File: src/rtl/gray_counter.sv
// Registered up/down counter presenting a binary count and its Gray code together.
// Supports binary or Gray parallel load, and wrap or saturate at the range ends.
module gray_counter #(
    parameter int unsigned             WIDTH   = 4,
    parameter bit                      WRAP    = 1'b1,
    parameter logic [WIDTH-1:0]        RST_VAL = '0
) (
    input  logic             clk_i,
    input  logic             rst_i,
    input  logic             en_i,
    input  logic             up_i,
    input  logic             load_i,
    input  logic             load_is_gray_i,
    input  logic [WIDTH-1:0] load_val_i,
    output logic [WIDTH-1:0] bin_o,
    output logic [WIDTH-1:0] gray_o,
    output logic             wrap_o
);

    localparam logic [WIDTH-1:0] RstGray = RST_VAL ^ (RST_VAL >> 1);

    logic [WIDTH-1:0] r_bin;
    logic [WIDTH-1:0] r_gray;
    logic             r_wrap;

    logic [WIDTH-1:0] w_load_bin;
    logic [WIDTH-1:0] w_bin_nxt;
    logic [WIDTH-1:0] w_gray_nxt;
    logic             w_wrap_nxt;
    logic             w_at_max;
    logic             w_at_min;

    // Gray-to-binary: each binary bit is the XOR of all Gray bits at or above it.
    always_comb begin
        w_load_bin = load_val_i;
        for (int i = int'(WIDTH) - 2; i >= 0; i--) begin
            w_load_bin[i] = w_load_bin[i+1] ^ load_val_i[i];
        end
    end

    assign w_at_max = (r_bin == {WIDTH{1'b1}});
    assign w_at_min = (r_bin == {WIDTH{1'b0}});

    always_comb begin
        w_bin_nxt  = r_bin;
        w_wrap_nxt = 1'b0;
        if (load_i) begin
            w_bin_nxt = load_is_gray_i ? w_load_bin : load_val_i;
        end else if (en_i) begin
            if (up_i) begin
                if (w_at_max) begin
                    w_wrap_nxt = 1'b1;
                    w_bin_nxt  = WRAP ? {WIDTH{1'b0}} : r_bin;
                end else begin
                    w_bin_nxt = r_bin + 1'b1;
                end
            end else begin
                if (w_at_min) begin
                    w_wrap_nxt = 1'b1;
                    w_bin_nxt  = WRAP ? {WIDTH{1'b1}} : r_bin;
                end else begin
                    w_bin_nxt = r_bin - 1'b1;
                end
            end
        end
    end

    // Gray is taken from the next binary value so both outputs change on the same edge.
    assign w_gray_nxt = w_bin_nxt ^ (w_bin_nxt >> 1);

    always_ff @(posedge clk_i or posedge rst_i) begin
        if (rst_i) begin
            r_bin  <= RST_VAL;
            r_gray <= RstGray;
            r_wrap <= 1'b0;
        end else begin
            r_bin  <= w_bin_nxt;
            r_gray <= w_gray_nxt;
            r_wrap <= w_wrap_nxt;
        end
    end

    assign bin_o  = r_bin;
    assign gray_o = r_gray;
    assign wrap_o = r_wrap;

endmodule
File: config.mk
export PLATFORM = sky130hd
export DESIGN_NAME = gray_counter
export DESIGN_NICKNAME = d
export VERILOG_FILES = /design/src/rtl/gray_counter.sv
export SDC_FILE = /design/constraint.sdc
export NUM_CORES = 1
export LEC_CHECK = 0
export BUFFER_PORTS_ARGS = -buffer_cell sky130_fd_sc_hd__buf_4
export CORE_UTILIZATION = 39
export DETAILED_ROUTE_END_ITERATION = 8
export PLACE_DENSITY = 0.66
export SYNTH_ARGS = -nofsm -noshare
export SYNTH_HDL_FRONTEND = slang
export SYNTH_SLANG_ARGS = --single-unit
export TNS_END_PERCENT = 30
File: constraint.sdc
create_clock -name clk_i -period 2.86 [get_ports clk_i]
set_input_delay 0.572 -clock clk_i [delete_from_list [all_inputs] [get_ports clk_i]]
set_output_delay 0.572 -clock clk_i [all_outputs]
set_load 0.01 [all_outputs]
==> impl_metrics.json <==
{
  "yosys_warnings": 0,
  "critPathTopFamily": "simple AND/OR/NAND/NOR gates",
  "hold_viol_final": 0,
  "diodes": 0,
  "cp-end-kind": "flop",
  "maxSlewHeadroom_pct": 79.5,
  "hp-class": "input pin to async pin",
  "cts_repair_resize_count": 0,
  "tns_ns": 0,
  "crit_type": "flop to flop",
  "status": "finished, final reports clean",
  "wl_per_cell_um": 11.8,
  "viasPerCell": 5.24,
  "syn_inst": 56,
  "worstPathArrival_ns": 1.97,
  "crit_chain": "inv_1 -> ha_1 -> or4b_1 -> nand2_1 -> a311oi_1 -> a21oi_2 -> xor2_1",
  "r2r-end": "gray_o[0]",
  "max_freq_ghz": 0.556,
  "cts.clk_slew.worst_paths_ns": 0.05,
  "cts_buffers": 3,
  "setup_violations": 0,
  "critPathMaxStageDelay_ns": 0.47,
  "grt_pass1_wl_um": 1680,
  "io_pins": 19,
  "cts_hold_buf": 0,
  "yosys-top-cells-area": "dfrtp_1 (37%), xor2_1 (8.0%), xnor2_1 (4.8%), ha_1 (4.6%), mux2_2 (4.1%)",
  "tritoncts": "done",
  "placed_area_um2": 682,
  "first_pass_iters": 3,
  "min_period_over_period_pct": 62.9,
  "peakVddDrop_uv": 421,
  "htree_levels": 1,
  "synth_area_leader_cell": "dfrtp_1",
  "synth_seq_cells": 8,
  "antenna_left": 0,
  "crit_path_max_fanout": 7,
  "vias": 472,
  "synth_top_area_share_pct": 36.6,
  "postSynthAreaPerCell_um2": 9.76,
  "areaGrowthSynthToFinish_pct": 28.8,
  "slowest_stage": "or4b_1",
  "nets": 89,
  "rsz0062_at_grt": "false",
  "cp_num_cells": 7,
  "synth_area_um2": 547,
  "track_usage_pct": 16.4,
  "regArea_um2": 200,
  "cts_setup_buffers": 0,
  "multi_input_area_um2": 313,
  "worst-path-buf-inv": 1,
  "synth_edf_count": 0,
  "drt_iter0_drc": 4,
  "gp_congestion": 0.706,
  "power_density_nw_per_um2": 571,
  "rows": 13,
  "start_util_pct": 42.0,
  "rrSetupSlack_ns": 1.06,
  "fp.coreArea_um2": 1300,
  "hpwl_um": 833,
  "syn_nets": 68,
  "worst_r2r_path_depth": 7,
  "insertion_delay_ns": 0.25,
  "cts_num_sinks": 8,
  "synth_cell_types": 26,
  "drt_wl_total_um": 1060,
  "synth.most_common_cell": "dfrtp_1",
  "synthTopCellsByCount": "dfrtp_1 (8), xor2_1 (5), inv_1 (4), nand2_1 (4), nor2_1 (4)",
  "drive_above_1_share_pct": 36.0,
  "fin_crit_ns": 1.80,
  "power_leakage_nw": 0.333,
  "cp-start-kind": "flop",
  "die_h_um": 39.4,
  "cts_buffer_depth": 2,
  "total_power_mw": 0.402,
  "reg2reg_from": "bin_o[0]",
  "ys_seq_area_share_pct": 36.6,
  "design_area_um2": 704,
  "synthFlopType": "dfrtp_1",
  "drv_cap": 0,
  "cts_root_buffer": "clkbuf_4",
  "grt_max_degree": 10,
  "port_buffers": 18,
  "fillers": 136,
  "die_w_um": 39.4,
  "dieArea_um2": 1560,
  "antenna_found_initial": 0,
  "worstMarginPinSlew_ns": 0.306,
  "drcViolationCount": 0,
  "grt-ovfl-total": 0,
  "finalClockSkew_ns": 0.00705,
  "first_global_vias": 416,
  "drv_slew": 0,
  "cp_data_required_time_ns": 3.03,
  "ys_async_sr_fraction_pct": 100
}
## cells in the final DEF (no fill, tap or decap)
cell      count
mux2i_1       1
nor3b_1       1
a311oi_1      1
nand4_1       1
nand2b_1      3
buf_4        18
clkbuf_4      3
xor2_2        1
nand3_1       1
nand2_1       4
dfrtp_1       8
and3_1        1
mux2_2        2
o31ai_1       1
o21ai_0       2
a221o_1       1
xnor2_1       3
a21oi_1       3
nor2_1        4
or4b_1        1
a21oi_2       2
nand3b_1      1
xor2_1        5
inv_1         4
o21ai_2       1
ha_1          2
## worst reg2reg max path, delay by kind of cell (launching register included)
| family | cells | cell delay [ns] |
|---|---|---|
| simple gates | 2 | 0.56 |
| flops | 1 | 0.46 |
| compound gates | 2 | 0.25 |
| fa+ha+maj | 1 | 0.19 |
| xor+xnor | 1 | 0.16 |
| buf+inv | 1 | 0.11 |
## metal layers
metal / vias to the layer above / part of all wire (%) / routed length, um / GRT usage, %
li1: 231 / - / - / -
met1: 223 / 39 / 417 / 18.6
met2: 18 / 54 / 570 / 28.7
met3: 0 / 6.6 / 70 / 8.52
met4: 0 / 0 / 0 / 0
met5: - / 0 / 0 / 0
## sequential cells by signal (all words and copies together), names as in the netlist
| register | count |
|---|---|
| gray_o | 3 |
| wrap_o | 1 |
| bin_o | 4 |
## logic make-up (layout without fill, tap and decap cells)
kind of cell    after synthesis  after routing  synth area share [%]
compound gates               11             11                  14.2
xor+xnor                      9              9                  15.8
fa+ha+maj                     2              2                  4.58
buf+inv                       6             25                  6.18
flops                         8              8                  36.6
mux                           3              3                  5.95
simple gates                 17             17                  16.7
## power by group
part	internal, mW	switching, mW	total (mW)	leakage [nW]
clock	0.0479	0.0361	0.0840	0.0138
sequential	0.138	0.0236	0.162	0.0947
combinational	0.0828	0.0737	0.157	0.224
## stage by stage
step	util [%]	hold WS [ns]	std cells	worst slack [ns]
after floorplan	-	0.388	56	1.19
after global placement	52.4	0.528	87	1.08
after detailed placement	52.4	0.535	87	1.03
after CTS	54.1	0.263	90	1.05
after global routing	54.1	0.281	90	0.962
final	54.1	0.257	90	1.06
## area by class of cell
cell class	instances	share of cell area, %
Inverter	4	2.13
Timing Repair Buffer	18	19.2
Tap cell	15	2.66
Clock buffer	3	3.20
Multi-Input combinational cell	42	44.4
Sequential cell	8	28.4
## worst max path at each step
stage                        from   endpoint
floorplan                bin_o[0]  gray_o[0]
global placement             up_i  gray_o[0]
detailed placement  load_val_i[2]  gray_o[0]
CTS                      bin_o[0]  gray_o[0]
global route             bin_o[0]  gray_o[0]
finish                   bin_o[0]  gray_o[0]
(Power assumes the default switching activity.)
